`src/rtl/panda_pkg.sv`:
```
// Shared types for the Panda core memory-side blocks.
package panda_pkg;

    typedef enum logic [1:0] {
        ARB_IDLE       = 2'd0,
        ARB_WAIT_INSTR = 2'd1,
        ARB_WAIT_DATA  = 2'd2
    } arb_state_e;

    typedef enum logic {
        ARB_OWNER_INSTR = 1'b0,
        ARB_OWNER_DATA  = 1'b1
    } arb_owner_e;

    localparam logic [3:0] FETCH_BE = 4'hF;

endpackage

```
`src/rtl/panda_mem_arbiter.sv`:
```
// Shares one memory bus port between instruction fetch and load/store, data first,
// with a streak counter that forces a fetch grant after MaxDataStreak data wins.
//
// state          | meaning
// ARB_IDLE       | nothing outstanding on the bus
// ARB_WAIT_INSTR | one response owed to the fetch port
// ARB_WAIT_DATA  | one response owed to the load/store port
module panda_mem_arbiter
    import panda_pkg::*;
#(
    parameter int MaxDataStreak = 4
) (
    input  logic        clk_i,
    input  logic        rst_i,
    input  logic        instr_req_i,
    input  logic [31:0] instr_addr_i,
    output logic        instr_gnt_o,
    output logic        instr_rvalid_o,
    output logic [31:0] instr_rdata_o,
    input  logic        data_req_i,
    input  logic        data_we_i,
    input  logic [3:0]  data_be_i,
    input  logic [31:0] data_addr_i,
    input  logic [31:0] data_wdata_i,
    output logic        data_gnt_o,
    output logic        data_rvalid_o,
    output logic [31:0] data_rdata_o,
    output logic        bus_req_o,
    output logic        bus_we_o,
    output logic [3:0]  bus_be_o,
    output logic [31:0] bus_addr_o,
    output logic [31:0] bus_wdata_o,
    input  logic        bus_gnt_i,
    input  logic        bus_rvalid_i,
    input  logic [31:0] bus_rdata_i
);

    localparam int SW = $clog2(MaxDataStreak + 1);
    localparam logic [SW-1:0] STREAK_MAX = SW'(MaxDataStreak);

    arb_state_e    state_q, state_d;
    logic          hold_q, hold_d;
    arb_owner_e    held_q, held_d;
    logic [SW-1:0] streak_q, streak_d;

    logic          window;
    arb_owner_e    sel;
    logic          sel_req;
    logic          bus_req;
    logic          grant;

    always_ff @(posedge clk_i) begin
        if (rst_i) begin
            state_q  <= ARB_IDLE;
            hold_q   <= 1'b0;
            held_q   <= ARB_OWNER_INSTR;
            streak_q <= '0;
        end else begin
            state_q  <= state_d;
            hold_q   <= hold_d;
            held_q   <= held_d;
            streak_q <= streak_d;
        end
    end

    // A response arriving this cycle frees the bus, so a new address phase may overlap it.
    always_comb begin
        window = (state_q == ARB_IDLE) || bus_rvalid_i;
        if (hold_q) begin
            sel = held_q;
        end else if (data_req_i && !(instr_req_i && (streak_q == STREAK_MAX))) begin
            sel = ARB_OWNER_DATA;
        end else begin
            sel = ARB_OWNER_INSTR;
        end
        sel_req = (sel == ARB_OWNER_DATA) ? data_req_i : instr_req_i;
        bus_req = window && sel_req;
        grant   = bus_req && bus_gnt_i;
    end

    always_comb begin
        state_d  = state_q;
        hold_d   = hold_q;
        held_d   = held_q;
        streak_d = streak_q;
        if (grant) begin
            state_d = (sel == ARB_OWNER_DATA) ? ARB_WAIT_DATA : ARB_WAIT_INSTR;
            hold_d  = 1'b0;
            if ((sel == ARB_OWNER_DATA) && instr_req_i) begin
                streak_d = (streak_q == STREAK_MAX) ? streak_q : streak_q + 1'b1;
            end else begin
                streak_d = '0;
            end
        end else begin
            // Pin the selection so the address phase stays stable until accepted.
            if (bus_req) begin
                hold_d = 1'b1;
                held_d = sel;
            end
            if ((state_q != ARB_IDLE) && bus_rvalid_i) begin
                state_d = ARB_IDLE;
            end
        end
    end

    always_comb begin
        instr_gnt_o    = 1'b0;
        instr_rvalid_o = 1'b0;
        instr_rdata_o  = '0;
        data_gnt_o     = 1'b0;
        data_rvalid_o  = 1'b0;
        data_rdata_o   = '0;
        bus_req_o      = 1'b0;
        bus_we_o       = 1'b0;
        bus_be_o       = '0;
        bus_addr_o     = '0;
        bus_wdata_o    = '0;
        if (!rst_i) begin
            bus_req_o = bus_req;
            if (bus_req) begin
                if (sel == ARB_OWNER_DATA) begin
                    bus_we_o    = data_we_i;
                    bus_be_o    = data_be_i;
                    bus_addr_o  = data_addr_i;
                    bus_wdata_o = data_wdata_i;
                end else begin
                    bus_be_o    = FETCH_BE;
                    bus_addr_o  = instr_addr_i;
                end
            end
            instr_gnt_o = grant && (sel == ARB_OWNER_INSTR);
            data_gnt_o  = grant && (sel == ARB_OWNER_DATA);
            if ((state_q == ARB_WAIT_INSTR) && bus_rvalid_i) begin
                instr_rvalid_o = 1'b1;
                instr_rdata_o  = bus_rdata_i;
            end
            if ((state_q == ARB_WAIT_DATA) && bus_rvalid_i) begin
                data_rvalid_o = 1'b1;
                data_rdata_o  = bus_rdata_i;
            end
        end
    end

endmodule

```
`config.mk`:
```
export PLATFORM = sky130hd
export DESIGN_NAME = panda_mem_arbiter
export DESIGN_NICKNAME = d
export VERILOG_FILES = /design/src/rtl/panda_pkg.sv /design/src/rtl/panda_mem_arbiter.sv
export SDC_FILE = /design/constraint.sdc
export NUM_CORES = 1
export LEC_CHECK = 0
export BUFFER_PORTS_ARGS = -buffer_cell sky130_fd_sc_hd__buf_2
export CAP_MARGIN = 20
export CORE_AREA = 5 5 105 107
export DETAILED_ROUTE_END_ITERATION = 7
export DIE_AREA = 0 0 110 112
export PLACE_DENSITY = 0.62
export SLEW_MARGIN = 20
export SYNTH_ARGS = -nofsm -noshare
export SYNTH_HDL_FRONTEND = slang
export SYNTH_SLANG_ARGS = --single-unit
```
`constraint.sdc`:
```
create_clock -name clk_i -period 1.95 [get_ports clk_i]
set_input_delay 0.0975 -clock clk_i [delete_from_list [all_inputs] [get_ports clk_i]]
set_output_delay 0.0975 -clock clk_i [all_outputs]
set_load 0.01 [all_outputs]
```
Yosys cells after proc, flatten, opt, wreduce, memory -nomap -nowiden
Index checks and enable logic that the tools add are counted.
Widths: inputs -> output; s select.
- bits in registers: 7
- bits in latches: 0
- RAM bits: 0
- ROM bits: 0
- input port bits: 139
- output and inout port bits: 138
- logic and storage cells: 60
- memories: 0
- add/sub/neg operators: 1
- multiply operators: 0
- div/mod/pow operators: 0
- magnitude comparators: 0
- equal/unequal tests: 4
- shift-type cells: 0
- muxes and demuxes: 31
- bitwise operators: 2
- reductions and logical operators: 18
- operator list (cell ; count):
    $mux 32 ; 10
    $mux 1 ; 13
    $mux 4 ; 3
    $logic_and 1x1->1 ; 10
    $mux 2 ; 3
    $mux 3 ; 2
    $reduce_and 2->1 ; 2
    $reduce_bool 2->1 ; 2
    $add 3x1->3 const B ; 1
    $eq 3x3->1 const B ; 1
    $eq 2x1->1 const B ; 1
    $eq 2x2->1 const B ; 1
    $logic_not 2->1 ; 1
    $ne 2x2->1 const B ; 1
    $not 1->1 ; 2
    $reduce_or 2->1 ; 1
    $logic_not 1->1 ; 1
    $logic_or 1x1->1 ; 1

Longest topological paths before layout
- depth after elaboration: 11
- gate-level depth with buffers: 8
- mapped depth without buffers: 6

Worst setup path before layout
OpenSTA, ideal clock, no wires.
- path kind: flip-flop to output port
- start: register hold_q
- end: output bus_addr_o[10]
- arrival time: 1.572 ns
- required time: 1.852 ns
- path slack: 0.280 ns
- cell stages (with the launch flop): 7
- buffers on the path: 2
- cell sequence: dfxtp_1 -> mux2_4 -> nand2_1 -> buf_2 -> clkbuf_1 -> nand2_1 -> a21oi_1
- word-level cells in the longest chain between the ends: 5
- elaborated cells on any way between the ends: 6
- classes of those cells: mux: 5; reduce/logical: 1
- RTL lines (element ; line ; source):
    start: declaration ; panda_mem_arbiter.sv:42 ; logic hold_q, hold_d;
    start signal: assignment ; panda_mem_arbiter.sv:60 ; hold_q <= hold_d;
    $mux 1 * ; panda_mem_arbiter.sv:69 ; if (hold_q) begin
    $mux 1 ; panda_mem_arbiter.sv:76 ; sel_req = (sel == ARB_OWNER_DATA) ? data_req_i : instr_req_i;
    $logic_and 1x1->1 ; panda_mem_arbiter.sv:77 ; bus_req = window && sel_req;
    $mux 32 * ; panda_mem_arbiter.sv:120 ; if (bus_req) begin
    $mux 32 * ; panda_mem_arbiter.sv:118 ; if (!rst_i) begin
    end: declaration ; panda_mem_arbiter.sv:31 ; output logic [31:0] bus_addr_o,
Mark *: on every way between the ends. The rest lies on a longest branch, timed or not.

Worst setup path in the final report
- start: register streak_q[1]
- end: output bus_wdata_o[6]
- word-level cells in the longest chain between the ends: 10
- elaborated cells on any way between the ends: 11
- classes of those cells: eq/ne: 1; mux: 6; reduce/logical: 4
- RTL lines (element ; line ; source):
    start: declaration ; panda_mem_arbiter.sv:44 ; logic [SW-1:0] streak_q, streak_d;
    start signal: assignment ; panda_mem_arbiter.sv:62 ; streak_q <= streak_d;
    $eq 3x3->1 * ; panda_mem_arbiter.sv:71 ; end else if (data_req_i && !(instr_req_i && (streak_q == STREAK_MAX))) begin
    $logic_and 1x1->1 * ; panda_mem_arbiter.sv:71 ;
    $logic_not 1->1 * ; panda_mem_arbiter.sv:71 ;
    $logic_and 1x1->1 * ; panda_mem_arbiter.sv:71 ;
    $mux 1 * ; panda_mem_arbiter.sv:71 ;
    $mux 1 * ; panda_mem_arbiter.sv:69 ;
    $mux 1 ; panda_mem_arbiter.sv:76 ;
    $logic_and 1x1->1 ; panda_mem_arbiter.sv:77 ;
    $mux 32 * ; panda_mem_arbiter.sv:120 ;
    $mux 32 * ; panda_mem_arbiter.sv:118 ;
    end: declaration ; panda_mem_arbiter.sv:32 ; output logic [31:0] bus_wdata_o,
Marked as above.

==> reports/qor.txt <==
Status = finished with violations
Failing checks = negative setup slack
Clock root buffer = clkbuf_8
Post-Synth XOR/XNOR Area = 0%
DR pass1 iterations = 4
Share of layout cells above drive strength 1 = 58.9%
Simple-gate share of the synthesized area = 64.3%
Worst reg2reg path depth = 5
Final wirelength = 9.01 mm
Clock skew = 0.00530 ns
Largest stage delay on the critical path = 0.34 ns
Seq/Total Area, Yosys = 8.76%
WS Path Type = flip-flop to output pin
Final setup vio count = 20
Vias/cell = 4.12
Worst setup margin = -0.0287 ns
Commonest non-fill, non-tap cell in the layout = buf_2
Io pins = 277
Min-delay src = bus_gnt_i
Final antenna-violating net count = 0
Area Overhead vs Synth = 113%
Compound-Gate Fraction of Synth Area = 16.3%
Vias in the first global route = 2621
CP Data Arrival Time = 1.88 ns
Area of the multi-input gates = 1410 sq um
Critical Path Stages = 9
Syn Inst Count = 280
Final Hold Violating Endpoints = 0
CP Launch Type = flip-flop
RSZ-0062 raised after global routing = yes
CP required = 1.85 ns
Largest net degree at the start of global routing = 40
Site row count = 37
Starting density of the core = 15.9%
Clock Pin Slew Worst Setup and Hold Paths = 0.04 ns
Final HPWL DP = 7.08 mm
Pwr/cell area = 314 nW/um^2
Placed Instance Area = 3130 sq um
Largest cells by area after synthesis = and2_1 38%, nand2_1 16%, a21oi_1 11%, dfxtp_1 8.8%, clkbuf_1 3.5%
Min-delay worst type = primary input to flip-flop
Final period util = 101%
Largest fanout on the critical path = 8
CP delay by family, top = simple AND/OR/NAND/NOR gates
WL/cell = 13.1 um
First-pass GRT wire length = 12.4 mm
Die Area = 12300 sq um
Fill cells = 1100
Clk_lat worst skew = 0.23 ns
CTS tree = done
Leak pwr = 0.00209 uW
Max-slew headroom = 68.8%
Peak VDD IR = 211 uV
Antenna fix cells = 0
Yosys top cell area share = 37.9%
Max Slew Vio Count = 0
Mapped Area = 1600 sq um
Main combinational cell family by area after synthesis = simple AND/OR/NAND/NOR gates
CP max stage cell = dfxtp_2
Num Clock Sinks = 7
Critical Path Start = streak_q[1]
Post-route cell area = 3410 sq um
Register area = 143 sq um
Final GP Congestion = 0.804
H-tree Lvls = 1
Most frequent cells in the layout = 265 x buf_2, 84 x and2_1, 65 x nand2_1, 34 x a21oi_1, 16 x buf_6
Syn_nets = 421
Synthesized-area fraction occupied by adder cells = 1.56%
Fmax = 505 MHz
Die Ht = 112 um
DRC errors left = 0
Fin crit period = 1.98 ns
DR iter-0 viols = 124
Synth area leader = and2_1
Total grt overflow = 0
Register bit total from synthesis = 7
Fin util = 33.9%
CP Cell Sequence = inv_2 > ha_4 > nand4b_1 > nand2_2 > nor3_4 > buf_4 > buf_6 > and2_4 > buf_6
Initial antenna violation count = 0
Num CTS Buffers = 3
Clock Tree Buf Depth = 2
Most frequent CP cell = buf_6
Die width = 110 um
Core area = 10000 sq um
Crit Reg-Reg Startpoint = state_q[0]
# Max-Cap Violations = 0
Measured slew at the worst slew-check pin = 0.468 ns
Mux share of post-synthesis cell area = 0.938%
Crit path buf inv count = 4
Setup crit end kind = output pin
I/O Buffers = 276
Total Routing Usage GR = 12.2%
Hold depth = 3
Final nets = 692
Via Count = 2824
Avg Inst Size Synth = 5.72 sq um
Count of different cell masters after synthesis = 31
Synth Warn # = 0
-- stage by stage --
| stage | hold slack, ns | std cells | setup WS, ns | setup TNS [ns] | power (uW) |
|---|---|---|---|---|---|
| final | 0.208 | 686 | -0.0287 | -0.310 | 1070 |
| after global routing | 0.232 | 686 | -0.141 | -2.70 | 1160 |
| after CTS | 0.202 | 678 | 0.0317 | 0 | 1010 |
| after detailed placement | 0.438 | 674 | 0.240 | 0 | 791 |
| after global placement | 0.435 | 674 | 0.244 | 0 | 792 |
| after floorplan | 0.280 | 280 | 0.280 | 0 | 473 |
-- sequential cells by signal, indices dropped and copies added, names as in the netlist --
register and cells:
streak_q 3, held_q 1, hold_q 1, state_q 2
-- kinds of logic after synthesis --
family / Yosys count
AND/OR/NAND/NOR: 194
AO/OA/AOI/OAI: 45
buffers and inverters: 31
flip-flops: 7
adder cells (fa/ha/maj): 2
multiplexers: 1
-- synthesized netlist by cell type --
library cell  instances
nand3b_1              1
buf_6                 1
clkbuf_1             15
or4_1                 2
clkbuf_2              1
or2_2                 1
a31oi_1               1
o21ai_0               3
inv_1                 7
ha_1                  2
nor3_2                1
nand4b_1              1
or4b_1                1
nand3_1               2
dfxtp_1               7
mux2_4                1
and2_2                1
o21bai_4              1
nand4_1               1
o2111ai_2             1
nand2_1              67
or3_1                 2
a2bb2oi_1             2
buf_2                 4
nor3_1                3
nor4b_1               2
and2_1               97
nor2_1               12
buf_1                 3
o31ai_1               1
a21oi_1              36
-- repair_timing --
item                       4_1_cts  5_1_grt
resized for setup                2       49
cloned                           0        4
buffers inserted                 0        4
setup endpoints to repair        5       69
pin swaps                        0       15
hold buffers                     0        0
-- worst paths after layout --
check / endpoint / slack [ns]
setup / recovery: bus_wdata_o[6] / -0.03
hold / removal: held_q / 0.21
setup reg to reg: streak_q[1] / 0.19
hold reg to reg: streak_q[1] / 0.49
-- area by class of cell --
class	count	share of cell area (%)
Timing Repair Buffer	290	47.3
Clock buffer	4	1.32
Sequential cell	7	4.19
Inverter	7	0.771
Multi-Input combinational cell	242	41.4
Tap cell	136	4.99
-- where the power goes --
part / switching (uW) / internal (uW) / total [uW]
clock network: 65.8 / 142 / 208
registers: 10.1 / 152 / 162
logic: 356 / 344 / 699
total: 432 / 637 / 1070
-- metal layers --
layer / GRT usage, % / vias to the layer above / part of all wire (%)
li1: - / 1434 / -
met1: 13.9 / 1233 / 37
met2: 23.3 / 149 / 52
met3: 2.96 / 8 / 10
met4: 1.16 / 0 / 0.89
met5: 0 / - / 0
-- tightest hold or removal path: cells and delay by family --
kind / cells / cell delay [ns]
compound gates: 1 / 0.06
buf+inv: 1 / 0.11
simple gates: 1 / 0.11
Power figures use the tool's default switching activity.
